[src/rtl/prom_word_loader_pkg.sv]
// prom_word_loader_pkg
// Shared constants for the PROM word loader and its testbench: FSM state
// encoding, byte/address/checksum widths and an index-width helper.
package prom_word_loader_pkg;

    localparam int unsigned BYTE_W     = 8;
    localparam int unsigned PROM_AW    = 9;   // 512 x 8 PROM
    localparam int unsigned CHECKSUM_W = 16;

    typedef enum logic [1:0] {
        IDLE    = 2'd0,
        FETCH   = 2'd1,
        PRESENT = 2'd2,
        DONE    = 2'd3
    } state_t;

    // Width of an index over n items; never zero so single-word loads still elaborate.
    function automatic int unsigned idx_width(input int unsigned n);
        return (n > 1) ? $clog2(n) : 1;
    endfunction

endpackage

[src/rtl/prom_word_loader_if.sv]
// prom_word_loader_if
// Bundles the loader's control, PROM and word-output signals.
//   master : the loader (drives busy/done, PROM address/enable, word outputs)
//   slave  : the environment (drives start, prom_data, word_ready)
// Signals:
//   start, busy, done           - load request / in progress / complete
//   prom_addr, prom_ce_n        - PROM byte address and active-low enable
//   prom_data                   - PROM read data
//   word_valid, word_ready      - output word handshake
//   word_data, word_addr        - assembled word and its index
//   checksum                    - 16-bit sum of bytes read in this/last load
interface prom_word_loader_if #(
    parameter int unsigned BYTES_PER_WORD = 4,
    parameter int unsigned WORD_COUNT     = 128
) ();
    import prom_word_loader_pkg::*;

    localparam int unsigned WORD_W = BYTE_W * BYTES_PER_WORD;
    localparam int unsigned WIDX_W = idx_width(WORD_COUNT);

    logic                  start;
    logic                  busy;
    logic                  done;
    logic [PROM_AW-1:0]    prom_addr;
    logic                  prom_ce_n;
    logic [BYTE_W-1:0]     prom_data;
    logic                  word_valid;
    logic                  word_ready;
    logic [WORD_W-1:0]     word_data;
    logic [WIDX_W-1:0]     word_addr;
    logic [CHECKSUM_W-1:0] checksum;

    modport master (
        input  start, prom_data, word_ready,
        output busy, done, prom_addr, prom_ce_n, word_valid, word_data, word_addr, checksum
    );

    modport slave (
        output start, prom_data, word_ready,
        input  busy, done, prom_addr, prom_ce_n, word_valid, word_data, word_addr, checksum
    );

endinterface

[src/rtl/prom_byte_packer.sv]
// prom_byte_packer
// Shifts PROM bytes into a word, little-endian: the first byte shifted in
// ends up in bits [7:0] once BYTES_PER_WORD bytes have been loaded.
// Ports:
//   clk, reset  - clock, asynchronous active-high reset
//   clear       - synchronous clear of the word
//   shift       - load prom_byte this cycle
//   prom_byte   - byte to shift in
//   word        - packed word
module prom_byte_packer
    import prom_word_loader_pkg::*;
#(
    parameter int unsigned BYTES_PER_WORD = 4
) (
    input  logic                             clk,
    input  logic                             reset,
    input  logic                             clear,
    input  logic                             shift,
    input  logic [BYTE_W-1:0]                prom_byte,
    output logic [BYTE_W*BYTES_PER_WORD-1:0] word
);

    localparam int unsigned WORD_W = BYTE_W * BYTES_PER_WORD;

    logic [WORD_W-1:0] word_q;
    logic [WORD_W-1:0] word_d;

    // New bytes enter at the top and move down, so byte 0 finishes at the bottom.
    if (BYTES_PER_WORD == 1) begin : g_single
        assign word_d = prom_byte;
    end else begin : g_multi
        assign word_d = {prom_byte, word_q[WORD_W-1:BYTE_W]};
    end

    always_ff @(posedge clk or posedge reset) begin
        if (reset) begin
            word_q <= '0;
        end else if (clear) begin
            word_q <= '0;
        end else if (shift) begin
            word_q <= word_d;
        end
    end

    assign word = word_q;

endmodule

[src/rtl/prom_word_loader.sv]
// prom_word_loader
// Reads BYTES_PER_WORD*WORD_COUNT bytes from a 512x8 PROM, packs them into
// words and hands each word downstream over a valid/ready handshake, keeping
// a running 16-bit checksum of every byte read.
// Ports:
//   clk    - clock, all state changes on its rising edge
//   reset  - asynchronous active-high reset
//   bus    - prom_word_loader_if.master (control, PROM and word signals)
module prom_word_loader
    import prom_word_loader_pkg::*;
#(
    parameter int unsigned ROM_WAIT       = 1,
    parameter int unsigned BYTES_PER_WORD = 4,
    parameter int unsigned WORD_COUNT     = 128
) (
    input  logic                  clk,
    input  logic                  reset,
    prom_word_loader_if.master    bus
);

    localparam int unsigned WIDX_W = idx_width(WORD_COUNT);
    localparam int unsigned WORD_W = BYTE_W * BYTES_PER_WORD;

    localparam logic [3:0]        WAIT_LAST = 4'(ROM_WAIT);
    localparam logic [2:0]        BYTE_LAST = 3'(BYTES_PER_WORD - 1);
    localparam logic [WIDX_W-1:0] WORD_LAST = WIDX_W'(WORD_COUNT - 1);

    state_t                state_q, state_d;
    logic [3:0]            wait_q, wait_d;
    logic [2:0]            byte_q, byte_d;
    logic [WIDX_W-1:0]     word_q, word_d;
    logic [CHECKSUM_W-1:0] csum_q, csum_d;
    logic                  done_q, done_d;
    logic                  sample;
    logic                  clear;
    logic [WORD_W-1:0]     packed_word;

    always_ff @(posedge clk or posedge reset) begin
        if (reset) begin
            state_q <= IDLE;
            wait_q  <= '0;
            byte_q  <= '0;
            word_q  <= '0;
            csum_q  <= '0;
            done_q  <= 1'b0;
        end else begin
            state_q <= state_d;
            wait_q  <= wait_d;
            byte_q  <= byte_d;
            word_q  <= word_d;
            csum_q  <= csum_d;
            done_q  <= done_d;
        end
    end

    always_comb begin
        state_d = state_q;
        wait_d  = wait_q;
        byte_d  = byte_q;
        word_d  = word_q;
        csum_d  = csum_q;
        done_d  = done_q;
        sample  = 1'b0;
        clear   = 1'b0;

        unique case (state_q)
            // DONE lasts one cycle and behaves like IDLE, so start is never lost.
            IDLE, DONE: begin
                if (bus.start) begin
                    state_d = FETCH;
                    wait_d  = '0;
                    byte_d  = '0;
                    word_d  = '0;
                    csum_d  = '0;
                    done_d  = 1'b0;
                    clear   = 1'b1;
                end else begin
                    state_d = IDLE;
                end
            end

            // wait_q==0 is the address setup cycle; it then runs 1..ROM_WAIT and
            // the byte is taken on the ROM_WAIT edge: ROM_WAIT+1 cycles per byte.
            FETCH: begin
                if (wait_q == WAIT_LAST) begin
                    sample = 1'b1;
                    csum_d = csum_q + CHECKSUM_W'(bus.prom_data);
                    wait_d = '0;
                    if (byte_q == BYTE_LAST) begin
                        byte_d  = '0;
                        state_d = PRESENT;
                    end else begin
                        byte_d = byte_q + 3'd1;
                    end
                end else begin
                    wait_d = wait_q + 4'd1;
                end
            end

            PRESENT: begin
                if (bus.word_ready) begin
                    if (word_q == WORD_LAST) begin
                        state_d = DONE;
                        done_d  = 1'b1;
                    end else begin
                        word_d  = word_q + 1'b1;
                        state_d = FETCH;
                    end
                end
            end

            default: state_d = IDLE;
        endcase
    end

    prom_byte_packer #(
        .BYTES_PER_WORD (BYTES_PER_WORD)
    ) u_packer (
        .clk       (clk),
        .reset     (reset),
        .clear     (clear),
        .shift     (sample),
        .prom_byte (bus.prom_data),
        .word      (packed_word)
    );

    // Address is derived from the counters, so it only moves when byte_q/word_q do.
    assign bus.prom_addr  = PROM_AW'(word_q) * PROM_AW'(BYTES_PER_WORD) + PROM_AW'(byte_q);
    assign bus.prom_ce_n  = (state_q != FETCH);
    assign bus.word_valid = (state_q == PRESENT);
    assign bus.busy       = (state_q == FETCH) || (state_q == PRESENT);
    assign bus.done       = done_q;
    assign bus.word_data  = packed_word;
    assign bus.word_addr  = word_q;
    assign bus.checksum   = csum_q;

endmodule

[src/flat_wrapper.sv]
// flat-port wrapper written by rule: the top's interface ports become plain ports
module prom_word_loader_flat import prom_word_loader_pkg::*;
#(
    parameter int unsigned ROM_WAIT       = 1,
    parameter int unsigned BYTES_PER_WORD = 4,
    parameter int unsigned WORD_COUNT     = 128
)
  (clk, reset, bus_start, bus_prom_data, bus_word_ready, bus_busy, bus_done, bus_prom_addr, bus_prom_ce_n, bus_word_valid, bus_word_data, bus_word_addr, bus_checksum);
  prom_word_loader_if #(.BYTES_PER_WORD(BYTES_PER_WORD), .WORD_COUNT(WORD_COUNT)) bus_i ();
  input  logic clk;
  input  logic reset;
  input wire logic [$bits(bus_i.start)-1:0] bus_start;
  input wire logic [$bits(bus_i.prom_data)-1:0] bus_prom_data;
  input wire logic [$bits(bus_i.word_ready)-1:0] bus_word_ready;
  output wire logic [$bits(bus_i.busy)-1:0] bus_busy;
  output wire logic [$bits(bus_i.done)-1:0] bus_done;
  output wire logic [$bits(bus_i.prom_addr)-1:0] bus_prom_addr;
  output wire logic [$bits(bus_i.prom_ce_n)-1:0] bus_prom_ce_n;
  output wire logic [$bits(bus_i.word_valid)-1:0] bus_word_valid;
  output wire logic [$bits(bus_i.word_data)-1:0] bus_word_data;
  output wire logic [$bits(bus_i.word_addr)-1:0] bus_word_addr;
  output wire logic [$bits(bus_i.checksum)-1:0] bus_checksum;
  assign bus_i.start = bus_start;
  assign bus_i.prom_data = bus_prom_data;
  assign bus_i.word_ready = bus_word_ready;
  assign bus_busy = bus_i.busy;
  assign bus_done = bus_i.done;
  assign bus_prom_addr = bus_i.prom_addr;
  assign bus_prom_ce_n = bus_i.prom_ce_n;
  assign bus_word_valid = bus_i.word_valid;
  assign bus_word_data = bus_i.word_data;
  assign bus_word_addr = bus_i.word_addr;
  assign bus_checksum = bus_i.checksum;
  prom_word_loader #(.ROM_WAIT(ROM_WAIT), .BYTES_PER_WORD(BYTES_PER_WORD), .WORD_COUNT(WORD_COUNT)) u_core (.clk(clk), .reset(reset), .bus(bus_i));
endmodule
[config.mk]
export PLATFORM = sky130hd
export DESIGN_NAME = prom_word_loader_flat
export DESIGN_NICKNAME = d
export VERILOG_FILES = /design/src/rtl/prom_word_loader_pkg.sv /design/src/rtl/prom_word_loader_if.sv /design/src/rtl/prom_byte_packer.sv /design/src/rtl/prom_word_loader.sv /design/src/flat_wrapper.sv
export SDC_FILE = /design/constraint.sdc
export NUM_CORES = 1
export LEC_CHECK = 0
export BUFFER_PORTS_ARGS = -buffer_cell sky130_fd_sc_hd__buf_2
export CELL_PAD_IN_SITES_DETAIL_PLACEMENT = 1
export CELL_PAD_IN_SITES_GLOBAL_PLACEMENT = 2
export CORE_MARGIN = 3
export CORE_UTILIZATION = 35
export DETAILED_ROUTE_END_ITERATION = 12
export PLACE_DENSITY_LB_ADDON = 0.25
export SETUP_SLACK_MARGIN = 0.1
export SYNTH_ARGS = -nofsm -noshare
export SYNTH_HDL_FRONTEND = slang
export SYNTH_SLANG_ARGS = --single-unit
[constraint.sdc]
create_clock -name clk -period 4.5 [get_ports clk]
set_clock_uncertainty 0.2 [all_clocks]
set_input_delay 0.225 -clock clk [delete_from_list [all_inputs] [get_ports clk]]
set_output_delay 0.225 -clock clk [all_outputs]
set_load 0.02 [all_outputs]
==> reports/qor.yml, run 1 <==
logic_synthesis:
  synthesis.area_mm2: 0.00346
  synth_common_cells: "nand2_1, dfrtp_1, a21oi_1"
  yosysTopAreaCellShare_pct: 47.1
  async_reset_ff_share_pct: 100
  synth_flop_cell: "dfrtp_1"
  yosys.cell_count.top_type: "nand2_1"
  synthesis.instances: 383
  synthDistinctLibCells: 46
  yosysTopAreaCell: "dfrtp_1"
  yosysSeqAreaShare_pct: 47.1
  syn_avg_cell_area_um2: 9.03
  netlist_top_cells_area: "dfrtp_1, nand2_1, a21oi_1"
  synth_nets: 412
  ys_warn_count: 0
  synth_edf_count: 0
  ys_ff_latch: 65
sta:
  totalNegativeSetupSlack_ns: 0
  finalHoldViolations: 0
  slew_headroom_pct: 27.2
  setup_violations: 0
  layout_min_cycle_time_ns: 2.63
  rsz0062_at_grt: "no"
  maxSlewViolCount: 0
  max_slew.worst_pin.slew_ns: 1.09
  fin_ws_ns: 1.87
  period_share_pct: 58.5
  fmax_mhz: 380
critical_path:
  regToRegStartpoint: "u_core.state_q[0]"
  endpoint_kind: "flip-flop"
  critPathKind: "flip-flop to flip-flop"
  worst-endpoint-required_ns: 4.53
  r2r_end: "u_core.bus.word_addr[2]"
  r2r_slack_ns: 1.87
  crit_fanout: 34
  critPathLaunchType: "flip-flop"
  reg2reg_depth: 8
  arrival_ns: 2.66
drt:
  drt_wl_total_um: 9350
  post-route-drc-count: 0
  wl_met2_um: 4470
  vias: 3009
  dr.max_layer_used: "met4"
  via_per_inst: 5.00
  dr_wl_met3_um: 359
  first_pass_iters: 4
  wl_per_cell_um: 15.5
  drt.antenna.violating_nets: 0
  m1WireLength_um: 4360
  drtIter0Drc: 75
global_route:
  grt_pass1_vias: 3146
  grt_max_degree: 36
  grt_pass1_wl_um: 16000
  track_usage_pct: 17.5
  grt_antenna_before_repair: 0
  overflow: 0
hold_path:
  whs_path_depth: 3
  hold_end: "u_core.bus.done"
  min_path_type: "input port to flip-flop"
  hold_path_startpoint: "bus_word_ready"
power_and_ir_drop:
  leakage_nw: 2.13
  power_mw: 2.18
  ir_drop_mv: 0.227
  power_density_mw_per_mm2: 510
cells_and_area:
  layout-drive-gt1-share_pct: 23.3
  area_growth_pct: 24.0
  multiInputGateArea_mm2: 0.00169
  nNetsFinal: 497
  fillers: 1145
  antennaDiodeCount: 0
  final_area_mm2: 0.00429
  regArea_mm2: 0.00163
  stdcell_count: 602
job:
  cap_viol_max_count: 0
placed_design:
  placed_area_mm2: 0.00395
  place_ws_ns: 1.89
  hpwl_um: 6670
  gp_congestion: 0.776
  portBuffers: 79
  place_inst: 577
die:
  core_mm2: 0.00942
  io_pins: 80
  fp.dieH_um: 105
  num_rows: 35
  die_w_um: 105
  start_util_pct: 36.7
  design.die.area_mm2: 0.0111
clocking:
  cts.sinks: 65
  clk_pin_slew_ns: 0.08
  cts_max_level: 3
  clock_path_buffers: 2
  cts_root_buffer: "clkbuf_8"
  cts_resized: 0
  cts_tree: "built"
  worstSkewPairLatency_ns: 0.34
  cts_made_buffers: 9
outcome:
  status: "finished clean"
-- through the flow --
stage	hold WS (ns)	util (%)
6_report	0.0153	45.5
4_1_cts	0.00274	45.5
5_1_grt	0.0227	45.5
2_1_floorplan	0.156	-
3_3_place_gp	0.182	42.0
3_5_place_dp	0.196	42.0
-- routing by layer --
metal / GRT usage [%] / vias to the layer above
met1: 23.0 / 1455
li1: - / 1476
met5: 0 / -
met4: 5.62 / 0
met2: 29.2 / 64
met3: 2.82 / 14
-- kinds of logic (layout without fill, tap and decap cells) --
logic type               count (synthesis)  after routing  share of synthesized area (%)
multiplexers                             9              9                           2.71
XOR/XNOR                                14             14                           3.55
AND/OR/NAND/NOR                        155            155                           20.1
AO/OA/AOI/OAI                           90             90                           16.0
buffers and inverters                   33            123                           4.23
adder cells (fa/ha/maj)                 17             17                           6.37
flip-flops                              65             65                           47.1
-- worst max-delay path by stage --
stage	slack, ns	to	depth (start not counted)	startpoint
4_1_cts	1.88	u_core.bus.word_addr[2]	8	u_core.state_q[0]
6_report	1.87	u_core.bus.word_addr[2]	8	u_core.state_q[0]
5_1_grt	1.62	u_core.bus.word_addr[2]	8	u_core.state_q[0]
2_1_floorplan	2.18	u_core.bus.checksum[8]	8	u_core.bus.checksum[0]
3_5_place_dp	1.89	u_core.bus.word_addr[2]	8	u_core.state_q[0]
3_3_place_gp	1.98	u_core.bus.word_addr[2]	8	u_core.state_q[0]
-- registers in the layout (all words and copies together), names as in the netlist --
name	flops
u_core.bus.done	1
u_core.bus.checksum	16
u_core.bus.word_addr	7
u_core.wait_q	4
u_core.byte_q	3
u_core.u_packer.word	32
u_core.state_q	2
-- critical path, cell delays in order (launching register included) --
cell and delay, ns:
dfrtp_1 0.37, inv_1 0.05, ha_1 0.39, and2_1 0.16
buf_4 0.34, a21oi_1 0.19, a21oi_1 0.46, a21oi_1 0.13
a31o_2 0.22
-- report_power, final --
| group | total (mW) | internal, mW | leakage (nW) | switching (mW) |
|---|---|---|---|---|
| Combinational | 0.821 | 0.256 | 1.11 | 0.565 |
| Clock | 0.608 | 0.368 | 0.115 | 0.240 |
| Sequential | 0.756 | 0.669 | 0.900 | 0.0868 |
| Total | 2.18 | 1.29 | 2.13 | 0.892 |
-- layout make-up --
cell class | count | share of cell area [%]
clock buffers | 9 | 2.89
clock inverters | 7 | 2.77
inverters | 16 | 1.40
multi-input cells | 285 | 39.4
flip-flops and latches | 65 | 38.0
well taps | 129 | 3.77
repair buffers | 91 | 11.9
-- cells in the final DEF, fill, tap and decap left out, types with 2 or more instances in the layout --
cell type	count
dfrtp_1	65
inv_1	15
a211oi_1	3
a21o_1	5
buf_2	79
clkinvlp_4	2
mux2i_1	8
ha_1	16
buf_4	3
nand3_1	11
bufinv_16	3
o31ai_1	3
dlygate4sd3_1	9
nand2_1	95
a21oi_1	47
o21ai_0	16
nand2b_1	9
and3_1	4
a311oi_1	2
clkbuf_8	9
and2_1	2
nand4_1	4
nor2_1	16
xnor2_1	6
xor2_1	8
a2111oi_2	2
nor3_1	7
-- repair_timing --
| item | in CTS | in global routing |
|---|---|---|
| buffers inserted | 0 | 0 |
| hold endpoints to repair | 38 | 0 |
| hold buffers | 9 | 0 |
Note: power is estimated with default switching activity, not from simulation.
==> inputs of run 2 (changes only) <==
--- a/config.mk
+++ b/config.mk
@@ -9,7 +9,7 @@
 export CELL_PAD_IN_SITES_DETAIL_PLACEMENT = 1
 export CELL_PAD_IN_SITES_GLOBAL_PLACEMENT = 2
 export CORE_MARGIN = 3
-export CORE_UTILIZATION = 35
+export CORE_UTILIZATION = 32
 export DETAILED_ROUTE_END_ITERATION = 12
 export PLACE_DENSITY_LB_ADDON = 0.25
 export SETUP_SLACK_MARGIN = 0.1
==> constraint.sdc (replaced) <==
create_clock -name clk -period 2.7 [get_ports clk]
set_clock_uncertainty 0.2 [all_clocks]
set_input_delay 0.135 -clock clk [delete_from_list [all_inputs] [get_ports clk]]
set_output_delay 0.135 -clock clk [all_outputs]
set_load 0.02 [all_outputs]
==> run 2 against run 1 <==
  * Sequential power up 67%
  * Highest routed layer unchanged
  * Largest power group unchanged
  * First-iteration DRC count increased by 59%
  * Global-route usage shrank 0.63 points
  * Critical path depth is 2 higher
  * Largest cell class unchanged
==> reports/qor.yml, run 2 (same netlist as run 1, synthesis figures left out) <==
placed_design:
  gp_congestion: 0.852
  place_ws_ns: 0.334
  portBuffers: 79
  hpwl_um: 6830
cells_and_area:
  area_growth_pct: 25.2
  layout-drive-gt1-share_pct: 23.8
  antennaDiodeCount: 0
  fillers: 1279
  final_cell_mix: "nand2_1, buf_2, dfrtp_1"
  nNetsFinal: 503
  final_util_pct: 41.5
  largest_register_ffs: 32
  final_common_cell: "nand2_1"
global_route:
  grt_max_degree: 66
  track_usage_pct: 16.8
  grt_pass1_vias: 3182
  grt_antenna_before_repair: 0
  grt_pass1_wl_um: 15900
  overflow: 0
die:
  num_rows: 37
  design.die.area_mm2: 0.0121
  start_util_pct: 33.2
  fp.dieH_um: 110
  die_w_um: 110
  core_mm2: 0.0104
  io_pins: 80
sta:
  totalNegativeSetupSlack_ns: 0
  fmax_mhz: 413
  max_slew.worst_pin.slew_ns: 0.537
  rsz0062_at_grt: "no"
  finalHoldViolations: 0
  fin_ws_ns: 0.277
  layout_min_cycle_time_ns: 2.42
  period_share_pct: 89.7
  slew_headroom_pct: 63.9
  maxSlewViolCount: 0
  setup_violations: 0
drt:
  wl_met2_um: 4610
  drtIter0Drc: 119
  first_pass_iters: 4
  via_per_inst: 4.96
  vias: 3050
  dr_wl_met3_um: 424
  post-route-drc-count: 0
  dr.max_layer_used: "met4"
  drt.antenna.violating_nets: 0
  m1WireLength_um: 4390
  wl_per_cell_um: 15.5
  drt_wl_total_um: 9510
power_and_ir_drop:
  ir_drop_mv: 0.404
  leakage_nw: 2.15
  power_density_mw_per_mm2: 820
critical_path:
  r2r_end: "u_core.bus.checksum[8]"
  worst-endpoint-required_ns: 2.78
  r2r_slack_ns: 0.33
  regToRegStartpoint: "u_core.bus.checksum[0]"
  arrival_ns: 2.50
  critPathLaunchType: "input port"
  critPathKind: "input port to flip-flop"
  reg2reg_depth: 8
  crit_fanout: 5
  endpoint_kind: "flip-flop"
outcome:
  status: "finished clean"
clocking:
  cts_root_buffer: "clkbuf_8"
  cts_max_level: 3
  worstSkewPairLatency_ns: 0.35
  cts_tree: "built"
  cts_made_buffers: 9
  clk_pin_slew_ns: 0.08
  clock_path_buffers: 2
  cts.sinks: 65
hold_path:
  min_path_type: "input port to async pin"
job:
  cap_viol_max_count: 0
==> run 2: changes by cell type in the layout (fill, tap and decap cells not counted), moves of 2 or more <==
cell,previous run,this run
buf_4,3,6
clkinv_4,1,3
dlygate4sd3_1,9,11
bufinv_16,3,1
==> run 2: worst max-delay path by stage <==
stage                                    endpoint  cells after the start              startpoint  slack (ns)
after global routing      u_core.bus.checksum[14]                     10        bus_prom_data[0]        0.18
after CTS                 u_core.bus.checksum[14]                     10        bus_prom_data[0]        0.30
after detailed placement  u_core.bus.checksum[14]                      8  u_core.bus.checksum[0]        0.33
final                      u_core.bus.checksum[8]                     10        bus_prom_data[0]        0.28
after floorplan            u_core.bus.checksum[8]                      8  u_core.bus.checksum[0]        0.38
after global placement     u_core.bus.checksum[8]                      8  u_core.bus.checksum[0]        0.42
==> run 2: final cells by class <==
type                    count  area, µm²  area share (%)
multi-input cells         285       1700            39.2
repair buffers             97        571            13.2
flip-flops and latches     65       1630            37.6
inverters                  16       60.1            1.39
clock inverters             7       80.1            1.85
well taps                 136        170            3.93
clock buffers               9        124            2.86
==> run 2: timing repair <==
item | CTS | global route
setup buffers | 0 | 0
resized for setup | 0 | 1
hold buffers | 11 | 0
hold endpoints to repair | 76 | 0
setup endpoints to repair | 0 | 2
==> run 2: critical path: stages <==
cell and delay [ns]:
dlygate4sd3_1 0.53, buf_2 0.12, ha_1 0.16, inv_1 0.06, fa_1 0.38, nand2b_1 0.19, a21oi_1 0.33, nor4_4 0.11
or3_1 0.35, a21oi_1 0.14
==> run 2: layer usage <==
layer,GRT usage [%],up-vias
li1,-,1484
met1,22.0,1505
met2,27.8,52
met3,4.05,9
met4,4.54,0
met5,0,-
==> run 2: power by group <==
| part | internal, mW | switching (mW) | total, mW |
|---|---|---|---|
| registers | 1.12 | 0.146 | 1.26 |
| clock network | 0.436 | 0.427 | 0.863 |
| logic | 0.462 | 0.962 | 1.42 |
| total | 2.01 | 1.53 | 3.55 |
==> run 2: through the flow <==
step / hold WS [ns] / cell area (µm²) / power (mW) / instances
2_1_floorplan: 0.0658 / 3460 / 2.25 / 383
3_3_place_gp: 0.0456 / 4000 / 2.67 / 588
3_5_place_dp: 0.0491 / 4000 / 2.70 / 588
4_1_cts: 0.209 / 4320 / 3.60 / 615
5_1_grt: 0.275 / 4330 / 3.84 / 615
6_report: 0.217 / 4330 / 3.55 / 615
